**src/rtl/gpio_bank_mmio.sv**
```systemverilog
// Memory-mapped GPIO bank: output register, synchronised and debounced inputs,
// sticky change flags with write-1-to-clear, and a maskable level interrupt.
module gpio_bank_mmio #(
   parameter int                GPIO_W          = 16,
   parameter int                SYNC_STAGES     = 2,
   parameter int                DEBOUNCE_CYCLES = 50000,
   parameter logic [GPIO_W-1:0] OUT_RESET       = '0
) (
   input  logic              clk,
   input  logic              rst_n,
   input  logic              sel,
   input  logic [63:0]       addr,
   input  logic              addr_valid,
   input  logic              dout_write,
   input  logic [63:0]       wdata,
   output logic [63:0]       rdata,
   output logic              ready,
   output logic              bus_err,
   output logic [GPIO_W-1:0] gpio_out,
   input  logic [GPIO_W-1:0] gpio_in,
   output logic              irq
);

   localparam int PW = (DEBOUNCE_CYCLES > 1) ? $clog2(DEBOUNCE_CYCLES) : 1;

   typedef enum logic {IDLE, ACK} state_t;

   state_t            r_state;
   state_t            w_next;
   logic [63:0]       r_rdata;
   logic              r_busErr;
   logic [GPIO_W-1:0] r_out;
   logic [GPIO_W-1:0] r_irqEn;
   logic [GPIO_W-1:0] r_chg;
   logic              r_irq;
   logic [GPIO_W-1:0] r_sync [SYNC_STAGES];
   logic [PW-1:0]     r_pre;
   logic [GPIO_W-1:0] r_samplePrev;
   logic [GPIO_W-1:0] r_deb;

   logic              w_req;
   logic              w_misaligned;
   logic [1:0]        w_off;
   logic              w_wrOk;
   logic [GPIO_W-1:0] w_wdata;
   logic [GPIO_W-1:0] w_chgClr;
   logic [GPIO_W-1:0] w_syncQ;
   logic              w_tick;
   logic [GPIO_W-1:0] w_debChg;
   logic [63:0]       w_rdMux;
   logic              w_unused;

   assign w_req        = (r_state == IDLE) && sel && addr_valid;
   assign w_misaligned = |addr[2:0];
   assign w_off        = addr[4:3];
   assign w_wrOk       = w_req && dout_write && !w_misaligned;
   assign w_wdata      = wdata[GPIO_W-1:0];
   assign w_chgClr     = (w_wrOk && (w_off == 2'd2)) ? w_wdata : '0;
   assign w_syncQ      = r_sync[SYNC_STAGES-1];
   assign w_tick       = (r_pre == PW'(DEBOUNCE_CYCLES - 1));
   assign w_unused     = ^{addr[63:5], wdata};

   // A bit is accepted once two successive ticks agree and differ from the debounced value.
   assign w_debChg = w_tick ? (~(w_syncQ ^ r_samplePrev) & (w_syncQ ^ r_deb)) : '0;

   always_comb begin
      w_next = r_state;
      case (r_state)
         IDLE:    if (w_req) w_next = ACK;
         ACK:     w_next = IDLE;
         default: w_next = IDLE;
      endcase
   end

   always_comb begin
      w_rdMux = '0;
      case (w_off)
         2'd0: w_rdMux[GPIO_W-1:0] = r_out;
         2'd1: w_rdMux[GPIO_W-1:0] = r_deb;
         2'd2: w_rdMux[GPIO_W-1:0] = r_chg;
         2'd3: w_rdMux[GPIO_W-1:0] = r_irqEn;
         default: w_rdMux = '0;
      endcase
   end

   always_ff @(posedge clk or negedge rst_n) begin
      if (!rst_n) begin
         r_state  <= IDLE;
         r_rdata  <= '0;
         r_busErr <= 1'b0;
         r_out    <= OUT_RESET;
         r_irqEn  <= '0;
      end else begin
         r_state  <= w_next;
         r_busErr <= w_req && w_misaligned;
         if (w_req) begin
            if (w_misaligned)     r_rdata <= '0;
            else if (!dout_write) r_rdata <= w_rdMux;
         end
         if (w_wrOk && (w_off == 2'd0)) r_out   <= w_wdata;
         if (w_wrOk && (w_off == 2'd3)) r_irqEn <= w_wdata;
      end
   end

   always_ff @(posedge clk or negedge rst_n) begin
      if (!rst_n) begin
         for (int i = 0; i < SYNC_STAGES; i++) r_sync[i] <= '0;
      end else begin
         r_sync[0] <= gpio_in;
         for (int i = 1; i < SYNC_STAGES; i++) r_sync[i] <= r_sync[i-1];
      end
   end

   always_ff @(posedge clk or negedge rst_n) begin
      if (!rst_n) begin
         r_pre        <= '0;
         r_samplePrev <= '0;
         r_deb        <= '0;
      end else begin
         r_pre <= w_tick ? '0 : r_pre + PW'(1);
         if (w_tick) r_samplePrev <= w_syncQ;
         r_deb <= r_deb ^ w_debChg;
      end
   end

   // A new change outranks a simultaneous clear of the same bit.
   always_ff @(posedge clk or negedge rst_n) begin
      if (!rst_n) begin
         r_chg <= '0;
         r_irq <= 1'b0;
      end else begin
         r_chg <= (r_chg & ~w_chgClr) | w_debChg;
         r_irq <= |(r_chg & r_irqEn);
      end
   end

   assign rdata    = r_rdata;
   assign ready    = (r_state == ACK);
   assign bus_err  = r_busErr;
   assign gpio_out = r_out;
   assign irq      = r_irq;

endmodule

```
**config.mk**
```make
export PLATFORM = sky130hd
export DESIGN_NAME = gpio_bank_mmio
export DESIGN_NICKNAME = d
export VERILOG_FILES = /design/src/rtl/gpio_bank_mmio.sv
export SDC_FILE = /design/constraint.sdc
export NUM_CORES = 1
export LEC_CHECK = 0
export CAP_MARGIN = 10
export CORE_MARGIN = 2
export CORE_UTILIZATION = 45
export DETAILED_ROUTE_END_ITERATION = 10
export PLACE_DENSITY = 0.8
export SETUP_SLACK_MARGIN = 0.3
export SYNTH_ARGS = -nofsm -noshare
export SYNTH_HDL_FRONTEND = slang
export SYNTH_SLANG_ARGS = --single-unit
```
**constraint.sdc**
```tcl
create_clock -name clk -period 2 [get_ports clk]
set_clock_uncertainty 0.05 [all_clocks]
set_input_delay 0.2 -clock clk [delete_from_list [all_inputs] [get_ports clk]]
set_output_delay 0.2 -clock clk [all_outputs]
set_load 0.03 [all_outputs]
```
==> summary.txt <==
Final layout
  • Most common cell after layout, fill and taps aside: dfrtp_1
  • Most frequent cells in the layout: dfrtp_1, conb_1, nor2_1, clkdlybuf4s50_1, nand2_1
  • Share of layout cells above drive strength 1: 24.77%
  • Area grow syn2layout: 31.16%
  • Nets: 799
  • Post-Layout Cell Count: 842
  • Diodes inserted: 0

Setup path
  • Crit-path max FO: 8
  • Worst Setup Start Kind: flop
  • Crit path kind: flop to flop
  • WP data required: 2.24 ns
  • R2R setup slack: 0.13 ns
  • R2R depth: 7
  • CP Data Arrival Time: 2.11 ns
  • R2r endpoint: r_chg[8]
  • Reg-to-reg startpoint: ready
  • Kind of end point of the critical path: flop
  • CP cell instances: nand3b_1, buf_6, inv_4, nand4b_1, buf_6, o21ai_0, o21ai_0
  • Critical Path Slowest Stage Cell: dfrtp_2
  • CP peak stage delay: 0.40 ns

Place
  • Routability cong.: 0.8418
  • Hpwl dp: 9.497 mm
  • Port Buf Inserts: 76
  • DP Cell Count: 790

Logic synthesis
  • Synthesis Warnings: 0
  • Synth cell types: 40
  • Area leader, netlist: dfrtp_1
  • FF+latch count, synth: 147
  • Share of the synthesized area in the top cell type: 56.66%
  • Syn Area/Cell: 12.16 um^2
  • Ys async rst share: 100.0%
  • Cell count after synthesis: 534
  • EDFF count, synth: 0
  • Synth area leaders: dfrtp_1, mux2_2, buf_4
  • Register area share after synthesis: 56.66%
  • Top_reg_cell synth: dfrtp_1
  • Post-Syn Area: 0.006492 mm^2

Drt
  • Met2 routed WL: 8.655 mm
  • Met3 WL: 1.090 mm
  • Via count: 4762
  • Top layer in use: met4
  • DRC violations left: 0
  • DR WL/cell: 19.62 um
  • Vias per Instance: 5.656
  • First-pass DRT Iterations: 5
  • Met1 wire length: 6.146 mm
  • Post-route ant nets: 0
  • Total wire length: 16.52 mm
  • Initial DRC Count: 374

CTS
  • Clock transition at path regs: 0.06 ns
  • CTS tree: yes
  • Num CTS Buffers: 17
  • Worst skew pair latency: 0.42 ns
  • Root Buffer: clkbuf_16
  • CTS sink count: 147
  • Max Root-Sink Buffers: 2
  • H-tree levels: 4

Pwr
  • Peak VDD IR: 0.5357 mV
  • Power Density: 886.5 mW/mm^2
  • LEAKAGE: 4.135 nW

Flow run
  • Maxcap violations: 0

Floorplanning
  • Die Area: 0.01540 mm^2
  • Core footprint: 0.01399 mm^2
  • Die width: 124.1 um
  • Top Ports: 232
  • Die extent in y: 124.1 um
  • Starting Density: 46.41%
  • Rows: 43

STA
  • Final setup vio count: 0
  • Relative slew slack: 59.86%
  • Unrepaired setup endpoints after global routing: true
  • Clock period minus final worst setup slack: 1.871 ns
  • Hold_ws: 0.1647 ns
  • Final Max Slew Viols: 0
  • Least-Margin Pin Slew: 0.6021 ns
  • Hold Violations, Final: 0
  • Fin crit share: 93.56%
  • Max Fclk: 534.4 MHz

Global routing
  • Overall Global Routing Usage: 19.94%
  • Largest net degree at the start of global routing: 65
  • GRT Residual Overflow: 0
  • Initial antenna violation count: 0
  • First-pass GRT wire length: 22.79 mm
  • Via count of the first global-routing pass: 4469

Worst hold path
  • Hold Crit Depth: 1
  • Class of the worst hold path: input pin to flop
  • Hold EP: r_sync[21]
  • Hold_sp: gpio_in[5]

Outcome
  • Status: finished clean
==> worst max-delay path, delay by kind of cell, from the launching register on <==
kind / cells / cell delay [ns]
simple gates: 2 / 0.47
compound gates: 2 / 0.34
buf+inv: 3 / 0.47
flops: 1 / 0.40
==> sequential cells by signal, indices dropped and copies added (netlist names) <==
register and flops:
ready 1, gpio_out 16, r_deb 16, r_chg 16, w_syncQ 16, rdata 16, bus_err 1, r_irqEn 16
r_samplePrev 16, r_sync 16, irq 1, r_pre 16
==> worst max-delay path by stage <==
stage | startpoint | end | slack (ns) | depth (start not counted)
after floorplan | ready | gpio_out[10] | 0.14 | 5
after global placement | addr[1] | gpio_out[5] | -0.16 | 5
after detailed placement | addr[1] | gpio_out[9] | -0.18 | 5
after CTS | ready | gpio_out[11] | 0.24 | 3
after global routing | ready | r_chg[15] | 0.11 | 7
final | ready | r_chg[8] | 0.13 | 7
==> area by class of cell <==
| cell class | instances | area, um^2 |
|---|---|---|
| Clock inverter | 15 | 255.2 |
| Tap cell | 180 | 225.2 |
| Fill cell | 1005 | 5473 |
| Inverter | 20 | 77.57 |
| Clock buffer | 17 | 425.4 |
| Timing Repair Buffer | 115 | 1207 |
| Sequential cell | 147 | 3681 |
| Multi-Input combinational cell | 348 | 2644 |
==> per-stage QoR <==
step / setup slack (ns) / setup TNS (ns) / power [mW] / area [um^2] / utilization (%)
after floorplan: 0.1375 / 0 / 3.672 / 6680 / -
after global placement: -0.1583 / -2.833 / 3.910 / 7377 / 52.74
after detailed placement: -0.1767 / -3.469 / 3.933 / 7377 / 52.74
after CTS: 0.2400 / 0 / 7.534 / 8153 / 58.28
after global routing: 0.1082 / 0 / 7.785 / 8516 / 60.88
final: 0.1288 / 0 / 7.549 / 8516 / 60.88
==> where the power goes <==
| part | switching (mW) | internal (mW) | total, mW | leakage (nW) |
|---|---|---|---|---|
| clock network | 1.29 | 2.35 | 3.64 | 0.320 |
| registers | 0.109 | 3.09 | 3.20 | 1.87 |
| logic | 0.416 | 0.288 | 0.704 | 1.94 |
| total | 1.81 | 5.74 | 7.55 | 4.14 |
==> routing by layer <==
metal  GRT usage [%]  vias up
li1                -     2035
met1           23.28     2415
met2           34.77      262
met3           4.808       50
met4           8.989        0
met5               0        -
==> cells in the mapped netlist (2+ instances only) <==
| master | n |
|---|---|
| dfrtp_1 | 147 |
| o21ai_0 | 50 |
| buf_4 | 49 |
| nor2_1 | 43 |
| mux2_2 | 38 |
| nand2_1 | 37 |
| a22o_1 | 20 |
| inv_1 | 20 |
| a21oi_1 | 16 |
| mux4_2 | 16 |
| o211ai_1 | 16 |
| mux2_4 | 10 |
| clkbuf_1 | 9 |
| xnor2_1 | 8 |
| nand3_1 | 6 |
| nand4_1 | 6 |
| a221oi_1 | 4 |
| buf_2 | 4 |
| nor3_1 | 4 |
| xor2_1 | 4 |
| nor4_1 | 3 |
| and2_1 | 2 |
| and4b_1 | 2 |
| buf_1 | 2 |
| nor3_2 | 2 |
| nor3b_1 | 2 |
==> what timing repair did <==
action | 4_1_cts | 5_1_grt
gates resized for setup | 47 | 79
hold buffers | 1 | 0
pin swaps | 2 | 9
cloned | 2 | 5
endpoints found under the hold margin | 59 | 0
setup buffers | 5 | 7
setup endpoints to repair | 89 | 82
==> cell families (layout without fill, tap and decap cells) <==
kind of cell	count (synthesis)	in the layout	share of synthesized area, %
DFF	147	147	56.66
and+or+nand+nor	115	115	8.383
AOI/OAI and AO/OA	108	108	10.39
buffers and inverters	86	167	8.248
muxes	64	64	14.45
xor gates and xnor gates	12	12	1.619
adders and majority gates	1	1	0.1927
other	1	48	0.05776
(Power assumes the default switching activity.)
